**src/rtl/gan_pkg.sv**
```systemverilog
// Shared definitions for the GAN datapath blocks: defaults, activation codes,
// the dense-layer state encoding and a width helper.
package gan_pkg;
  localparam int FRAC_DEF = 16;
  localparam int ACT_NONE = 0;
  localparam int ACT_RELU = 1;

  typedef enum logic [1:0] {ST_IDLE, ST_MAC, ST_BIAS, ST_DONE} state_t;

  // Minimum of one bit, so single-entry counters and selects stay legal.
  function automatic int cw(input int n);
    return (n > 1) ? $clog2(n) : 1;
  endfunction
endpackage

```
**src/rtl/mac_acc.sv**
```systemverilog
// Signed multiply-accumulate with a synchronous clear. The full-width product
// is accumulated with enough headroom for N_IN terms.
module mac_acc
  import gan_pkg::*;
#(
  parameter  int WIDTH = 32,
  parameter  int N_IN  = 2,
  localparam int AW    = 2*WIDTH + cw(N_IN)
) (
  input  logic                    clk,
  input  logic                    rst,
  input  logic                    clr,
  input  logic                    en,
  input  logic signed [WIDTH-1:0] a,
  input  logic signed [WIDTH-1:0] b,
  output logic signed [AW-1:0]    acc
);
  logic signed [2*WIDTH-1:0] prod;

  assign prod = a * b;

  always_ff @(posedge clk) begin
    if (!rst)     acc <= '0;
    else if (clr) acc <= '0;
    else if (en)  acc <= acc + {{(AW-2*WIDTH){prod[2*WIDTH-1]}}, prod};
  end
endmodule

```
**src/rtl/dense_layer_seq.sv**
```systemverilog
// Time-multiplexed dense layer: one MAC walks N_OUT neurons of N_IN products,
// then a bias/shift/saturate/activation stage writes each y[j].
module dense_layer_seq
  import gan_pkg::*;
#(
  parameter  int WIDTH  = 32,
  parameter  int FRAC   = FRAC_DEF,
  parameter  int N_IN   = 2,
  parameter  int N_OUT  = 9,
  parameter  int N_BANK = 2,
  parameter  int ACT    = ACT_RELU,
  localparam int BW     = cw(N_BANK),
  localparam int WA     = cw(N_BANK*N_IN*N_OUT),
  localparam int BA     = cw(N_BANK*N_OUT)
) (
  input  logic                    clk,
  input  logic                    rst,
  input  logic                    in_valid,
  output logic                    in_ready,
  input  logic [N_IN*WIDTH-1:0]   in_vec,
  input  logic [BW-1:0]           in_bank,
  output logic [WA-1:0]           w_addr,
  input  logic [WIDTH-1:0]        w_data,
  output logic [BA-1:0]           b_addr,
  input  logic [WIDTH-1:0]        b_data,
  output logic                    out_valid,
  input  logic                    out_ready,
  output logic [N_OUT*WIDTH-1:0]  out_data,
  output logic                    busy
);
  localparam int IW = cw(N_IN);
  localparam int JW = cw(N_OUT);
  localparam int AW = 2*WIDTH + cw(N_IN);
  localparam int SW = AW + 1;
  localparam logic signed [SW-1:0] MAXV = {{(SW-WIDTH+1){1'b0}}, {(WIDTH-1){1'b1}}};
  localparam logic signed [SW-1:0] MINV = {{(SW-WIDTH+1){1'b1}}, {(WIDTH-1){1'b0}}};

  state_t                          state, nxt;
  logic [N_IN-1:0][WIDTH-1:0]      x_q;
  logic [BW-1:0]                   bank_q;
  logic [IW-1:0]                   i_q;
  logic [JW-1:0]                   j_q;
  logic [N_OUT-1:0][WIDTH-1:0]     y_q;
  logic                            accept, last_i, last_j, acc_clr, mac_en, y_we;
  logic signed [WIDTH-1:0]         x_cur;
  logic signed [AW-1:0]            acc;
  logic signed [SW-1:0]            bias_ext, sum, shr;
  logic [WIDTH-1:0]                y_sat, y_val;

  assign accept = in_valid & in_ready;
  assign last_i = (32'(i_q) == N_IN - 1);
  assign last_j = (32'(j_q) == N_OUT - 1);
  assign x_cur  = x_q[i_q];

  always_ff @(posedge clk) begin
    if (!rst) state <= ST_IDLE;
    else      state <= nxt;
  end

  always_comb begin
    nxt = state;
    case (state)
      ST_IDLE: if (accept)    nxt = ST_MAC;
      ST_MAC:  if (last_i)    nxt = ST_BIAS;
      ST_BIAS: nxt = last_j ? ST_DONE : ST_MAC;
      ST_DONE: if (out_ready) nxt = ST_IDLE;
      default: nxt = ST_IDLE;
    endcase
  end

  always_comb begin
    in_ready  = (state == ST_IDLE);
    out_valid = (state == ST_DONE);
    busy      = (state == ST_MAC) || (state == ST_BIAS);
    mac_en    = (state == ST_MAC);
    y_we      = (state == ST_BIAS);
    acc_clr   = accept || (state == ST_BIAS);
  end

  mac_acc #(.WIDTH(WIDTH), .N_IN(N_IN)) u_mac (
    .clk (clk),
    .rst (rst),
    .clr (acc_clr),
    .en  (mac_en),
    .a   (x_cur),
    .b   (w_data),
    .acc (acc)
  );

  // Bias is aligned to the product's 2*FRAC scale before the single rescale shift.
  always_comb begin
    bias_ext = {{(SW-WIDTH){b_data[WIDTH-1]}}, b_data} <<< FRAC;
    sum      = {acc[AW-1], acc} + bias_ext;
    shr      = sum >>> FRAC;
    if (shr > MAXV)      y_sat = MAXV[WIDTH-1:0];
    else if (shr < MINV) y_sat = MINV[WIDTH-1:0];
    else                 y_sat = shr[WIDTH-1:0];
    y_val = (ACT == ACT_RELU && y_sat[WIDTH-1]) ? '0 : y_sat;
  end

  always_ff @(posedge clk) begin
    if (!rst) begin
      x_q    <= '0;
      bank_q <= '0;
      i_q    <= '0;
      j_q    <= '0;
      y_q    <= '0;
    end else begin
      if (accept) begin
        x_q    <= in_vec;
        bank_q <= in_bank;
        i_q    <= '0;
        j_q    <= '0;
      end
      if (mac_en && !last_i) i_q <= i_q + 1'b1;
      // j returns to 0 after the last neuron so idle addresses sit at the bank base.
      if (y_we) begin
        y_q[j_q] <= y_val;
        i_q      <= '0;
        j_q      <= last_j ? '0 : j_q + 1'b1;
      end
    end
  end

  assign w_addr   = WA'(32'(bank_q) * (N_IN*N_OUT) + 32'(j_q) * N_IN + 32'(i_q));
  assign b_addr   = BA'(32'(bank_q) * N_OUT + 32'(j_q));
  assign out_data = y_q;
endmodule

```
**config.mk**
```make
export PLATFORM = sky130hd
export DESIGN_NAME = dense_layer_seq
export DESIGN_NICKNAME = d
export VERILOG_FILES = /design/src/rtl/gan_pkg.sv /design/src/rtl/mac_acc.sv /design/src/rtl/dense_layer_seq.sv
export SDC_FILE = /design/constraint.sdc
export NUM_CORES = 2
export LEC_CHECK = 0
export BUFFER_PORTS_ARGS = -buffer_cell sky130_fd_sc_hd__buf_2
export CAP_MARGIN = 30
export CORE_ASPECT_RATIO = 1.75
export CORE_MARGIN = 2
export CORE_UTILIZATION = 44
export DETAILED_ROUTE_END_ITERATION = 8
export GPL_TIMING_DRIVEN = 0
export SYNTH_ARGS = -nofsm -noshare
export SYNTH_HDL_FRONTEND = slang
export SYNTH_SLANG_ARGS = --single-unit
```
**constraint.sdc**
```tcl
create_clock -name clk -period 15.4 [get_ports clk]
set_input_delay 3.08 -clock clk [delete_from_list [all_inputs] [get_ports clk]]
set_output_delay 3.08 -clock clk [all_outputs]
set_load 0.005 [all_outputs]
```
# Word level (Yosys, flattened, before mapping)
# Index checks and enable logic that the tools add are counted.
[totals]
ff_bits = 425
in_bits = 133
[op_classes]
add_sub_neg = 7
multipliers = 3
order_cmp = 5
n_eq_ne = 7
muxes = 18
bitwise = 2
reduce_logical = 11
[op_table]
columns = ["operator", "count"]
rows = [
  ["288-bit bitwise mux", 1],
  ["32-bit two-way mux", 5],
  ["32-bit demux with 4-bit select", 1],
  ["65-bit by 48-bit adder with 66-bit output", 1],
  ["65-bit adder", 1],
  ["32-bit by 32-bit multiplier with 64-bit output", 1],
  ["50-bit by 32-bit > comparator with 1-bit output (second input constant)", 1],
  ["50-bit by 32-bit less-than comparator with 1-bit output (second input constant)", 1],
  ["31-bit two-way mux", 1],
  ["4-bit two-way mux", 3],
  ["1-bit by 4-bit multiplier with 5-bit output (second input constant)", 2],
  ["2-bit two-way mux", 4],
  ["2-bit one-hot mux with 4 select lines", 1],
  ["6-bit by 1-bit adder with 6-bit output", 1],
  ["6-bit by 5-bit adder with 6-bit output", 1],
  ["5-bit by 4-bit adder with 5-bit output", 1],
  ["4-bit by 5-bit less-than comparator with 1-bit output (second input constant)", 1],
  ["4-bit by 1-bit adder with 4-bit output (second input constant)", 1],
  ["2-bit == test (second input constant)", 2],
  ["4-bit == test (second input constant)", 1],
  ["4-bit by 1-bit greater-or-equal comparator with 1-bit output (second input constant)", 1],
  ["2-bit by 1-bit inequality test with 1-bit output (second input constant)", 2],
  ["2-bit nonzero test", 2],
  ["2-bit OR reduction", 2],
  ["other kinds (12)", 15],
]

# Logic depth before layout (Yosys ltp)
[depth]
depth_word = 6
depth_mapped = 44
ltp_nobuf = 40

# By module
# From an unflattened synthesis, not the netlist that was laid out.
[hier_totals]
hier_cells = 6533
hier_area_um2 = 58295.9
[modules_own_cells]
columns = ["mod", "instances", "cells_each", "area_per_inst_um2", "seq_area_each_um2"]
rows = [
  ["mac_acc", 1, 4640, 42170.4, 1301.2],
  ["dense_layer_seq", 1, 1893, 16125.5, 7026.7],
]

# Worst setup path after synthesis
# OpenSTA, ideal clock, no wires.
[synth_path]
path_kind = "input -> register"
startpoint = "in w_data[8]"
endpoint = "reg u_mac.acc[62]"
t_arrival_ns = 12.591
t_required_ns = 15.338
slack_ns = 2.747
cell_stages = 39
path_cell_list = "clkbuf_1 > nand2_1 > fa_1 > inv_1 > fa_1 > fa_1 > inv_1 > fa_1 > inv_1 > fa_1 > inv_1 > fa_1 > inv_1 > fa_1 > fa_1 > ha_1 > a211oi_1 > o21ai_0 > (+3 left out) > o22ai_1 > o211a_1 > o21ai_0 > a22o_1 > o21ai_0 > xor2_1 > ha_1 > a211oi_1 > nand2_1 > a211oi_1 > o21ai_0 > o31ai_1 > o31ai_1 > a31oi_1 > o31a_1 > o22ai_1 > or4_1 > nand3_1"
[synth_between]
elab_chain_len = 2
[synth_lines]
columns = ["item", "line", "rtl"]
rows = [
  ["start: declaration", "dense_layer_seq.sv:23", "input logic [WIDTH-1:0] w_data,"],
  ["32-bit by 32-bit multiplier with 64-bit output", "mac_acc.sv:20", "assign prod = a * b;"],
  ["65-bit adder", "mac_acc.sv:25", "else if (en) acc <= acc + {{(AW-2*WIDTH){prod[2*WIDTH-1]}}, prod};"],
  ["end signal: assignment", "mac_acc.sv:25", ""],
  ["end: declaration", "mac_acc.sv:16", "output logic signed [AW-1:0] acc"],
]
# Every way passes these cells.
# A chain may end at the register's enable or synchronous reset.

# Final worst setup path
[layout_path]
startpoint = "in w_data[12]"
endpoint = "reg u_mac.acc[62]"
# The elaborated chain is that of the path after synthesis.

==> summary.md <==
| Metric | Value |
|---|---|
| Crit path arrival time | `15.46 ns` |
| EDFF count, synth | `0` |
| Worst-Skew Late Latency | `0.64 ns` |
| Synth Area in Simple Gates | `0.167` |
| Ports | `around 440` |
| Pin count of the biggest net entering global routing | `19` |
| Most frequent cell on the critical path | `fa_1` |
| WL final | `roughly 250 mm` |
| Vias per inst | `roughly 5.6` |
| DRC | `0` |
| Crit share post-route | `0.969` |
| Iteration count of the initial detailed-routing pass | `7` |
| Vias in the first global route | `52473` |
| Post-route ant nets | `0` |
| Post-route cell area | `64400 um2` |
| Fmax | `0.0670 GHz` |
| Cell taking the most area after synthesis | `fa_1` |
| Yosys cell types | `85` |
| Leading post-synthesis cells by cell area | `fa_1, dfxtp_1, ha_1` |
| Post-CTS Setup Inserts | `0` |
| Gr usage total | `0.371` |
| H-tree level count | `2` |
| Area Overhead vs Synth | `10.9%` |
| Syn avg cell area | `9.00 um2` |
| Setup violations, final | `0` |
| Global-route wire length before repair | `~360 mm` |
| Synth Flop Type | `dfxtp_1` |
| Mapped Area | `58100 um2` |
| Largest family of logic cells by synthesized area | `adder cells` |
| CTS tree | `done` |
| Max Cap Viol | `0` |
| Crit path kind | `in -> reg` |
| Placed cell area | `about 63000 um2` |
| Die Y | `485 um` |
| Max-slew violations | `0` |
| Core Area | `between 100000 and 150000 um2` |
| Crit-path slowest cell | `o31ai_1` |
| Die Footprint | `135000 um2` |
| RePlAce Congestion | `1.04` |
| HP Class | `reg -> reg` |
| Cells after Synth | `6450` |
| Final Skew | `0.0477 ns` |
| Grt ovf | `0` |
| Initial antenna violation count | `35` |
| Post-Synth XOR/XNOR Area | `0.0238` |
| Slew margin rel. | `0.244` |
| Synthesis Warnings | `0` |
| Hold Buf Count CTS | `0` |
| Final Critical Period | `14.92 ns` |
| Cts bufs inserted | `41` |
| Final hold vios | `0` |
| Asr flop ratio synth | `0` |
| Number of fill cells in the layout | `about 13000` |
| Row Count | `176` |
| Slew at the pin closest to its max-slew limit | `1.13 ns` |
| Fraction of the mapped netlist area in compound gates | `0.116` |
| Yosys top cell area share | `0.374` |
| Layout cells sized above 1 | `0.0969` |
| Max clock buf depth | `3` |
| RSZ-0062 raised after global routing | `false` |
| CTS clk-pin slew, worst paths | `approximately 0.07 ns` |
| Crit end category | `flop` |
| Port Buffers | `424` |
| DRT iter0 DRCs | `about 3300` |
| Yosys reg bits | `416` |
| WP data required | `between 15 and 20 ns` |
| Crit path launch type | `primary input` |
| Mux contribution to synthesized area | `0.0139` |
| CP max FO | `10` |
| Horiz. Die Dim | `279 um` |
| Final nets | `8502` |
| HPWL Detailed | `between 200 and 250 mm` |
| Vias post-DR | `48954` |
| Status | `completed` |
| Register area share after synthesis | `0.143` |
| Drt wl/cell | `28.7 um` |
| Worst path max stage delay | `0.81 ns` |
| CTS root buffer | `clkbuf_16` |
| Clk sink count | `about 420` |
| CTS resizes | `0` |
| Initial core utilization | `0.442` |
| Adder-cell share of the synthesized area | `0.441` |
==> path summary, 6_finish.rpt <==
| path | start | cells after the start | slack (ns) | endpoint |
|---|---|---|---|---|
| setup / recovery | w_data[12] | 39 | 0.48 | u_mac.acc[62] |
| hold reg to reg | x_q[38] | 2 | 0.46 | x_q[38] |
| hold / removal | x_q[38] | 2 | 0.46 | x_q[38] |
| setup reg to reg | i_q | 42 | 1.05 | u_mac.acc[62] |
==> cell usage after synthesis, types with 73 or more instances <==
cell type and number:
a21boi_0 73, xnor2_1 106, fa_1 1084, o21ai_0 114
a21oi_1 185, ha_1 312, nor2_1 421, clkbuf_1 335
and2_1 497, nand2_1 807, inv_1 980, dfxtp_1 416
a21o_1 77, a211oi_1 270
==> critical path: cells and delay by family <==
kind            cells  cell delay (ns)
fa+ha+maj          10             5.01
compound gates     10             3.09
simple gates       12             2.76
buf+inv             6             1.33
xor+xnor            1             0.14
==> metal layers <==
metal,part of all wire,global-route usage,vias up
met1,0.31,0.348,24406
met3,0.063,0.0685,946
met2,0.50,0.660,2140
met4,0.13,0.374,22
li1,-,-,21440
met5,0.00060,0,-
==> registers in the layout (all words and copies together), names as in the netlist <==
name,flops
state,2
i_q,1
j_q,4
out_data,279
bank_q,1
u_mac.acc,65
x_q,64
==> logic make-up after synthesis <==
group / count (synthesis)
AND/OR/NAND/NOR: 2036
adder cells (fa/ha/maj): 1396
buffers and inverters: 1396
AO/OA/AOI/OAI: 972
flip-flops: 416
XOR/XNOR: 158
multiplexers: 75
other: 1
==> cell usage in the layout, fill, tap and decap left out, types with 73 or more instances in the layout <==
cell | Yosys | layout
and2_1 | 497 | 497
a21o_1 | 77 | 77
nand2_1 | 807 | 807
nor2_1 | 421 | 421
o21ai_0 | 114 | 114
a211oi_1 | 270 | 270
ha_1 | 312 | 312
inv_1 | 980 | 980
xnor2_1 | 106 | 106
dfxtp_1 | 416 | 416
a21oi_1 | 185 | 185
buf_2 | 34 | 459
clkbuf_1 | 335 | 344
fa_1 | 1084 | 1084
a21boi_0 | 73 | 73
==> stage by stage <==
step / std cells / util / setup TNS (ns) / setup WS [ns] / hold slack (ns)
after floorplan: 6458 / - / 0 / 2.75 / 0.440
after global placement: 8573 / 0.475 / -0.0998 / -0.0998 / 0.449
after detailed placement: 8611 / 0.479 / 0 / 0.0241 / 0.457
after CTS: 8680 / 0.489 / 0 / 0.632 / 0.464
after global routing: 8694 / 0.490 / 0 / 0.0160 / 0.480
final: 8708 / 0.491 / 0 / 0.479 / 0.461
==> cell type report <==
type,instances,area [um2],share of cell area
clock inverter,12,175,0.00272
timing repair buffer,472,2790,0.0434
inverter,980,3680,0.0571
buffer,416,1790,0.0278
tap,1691,2120,0.0329
multi-input combinational,4646,44300,0.688
antenna,18,45.0,0.000700
sequential,416,8330,0.129
clock buffer,57,1160,0.0180
Power is not shown: default switching activity piles up to over one toggle a cycle in this logic, so the estimate is an artifact.
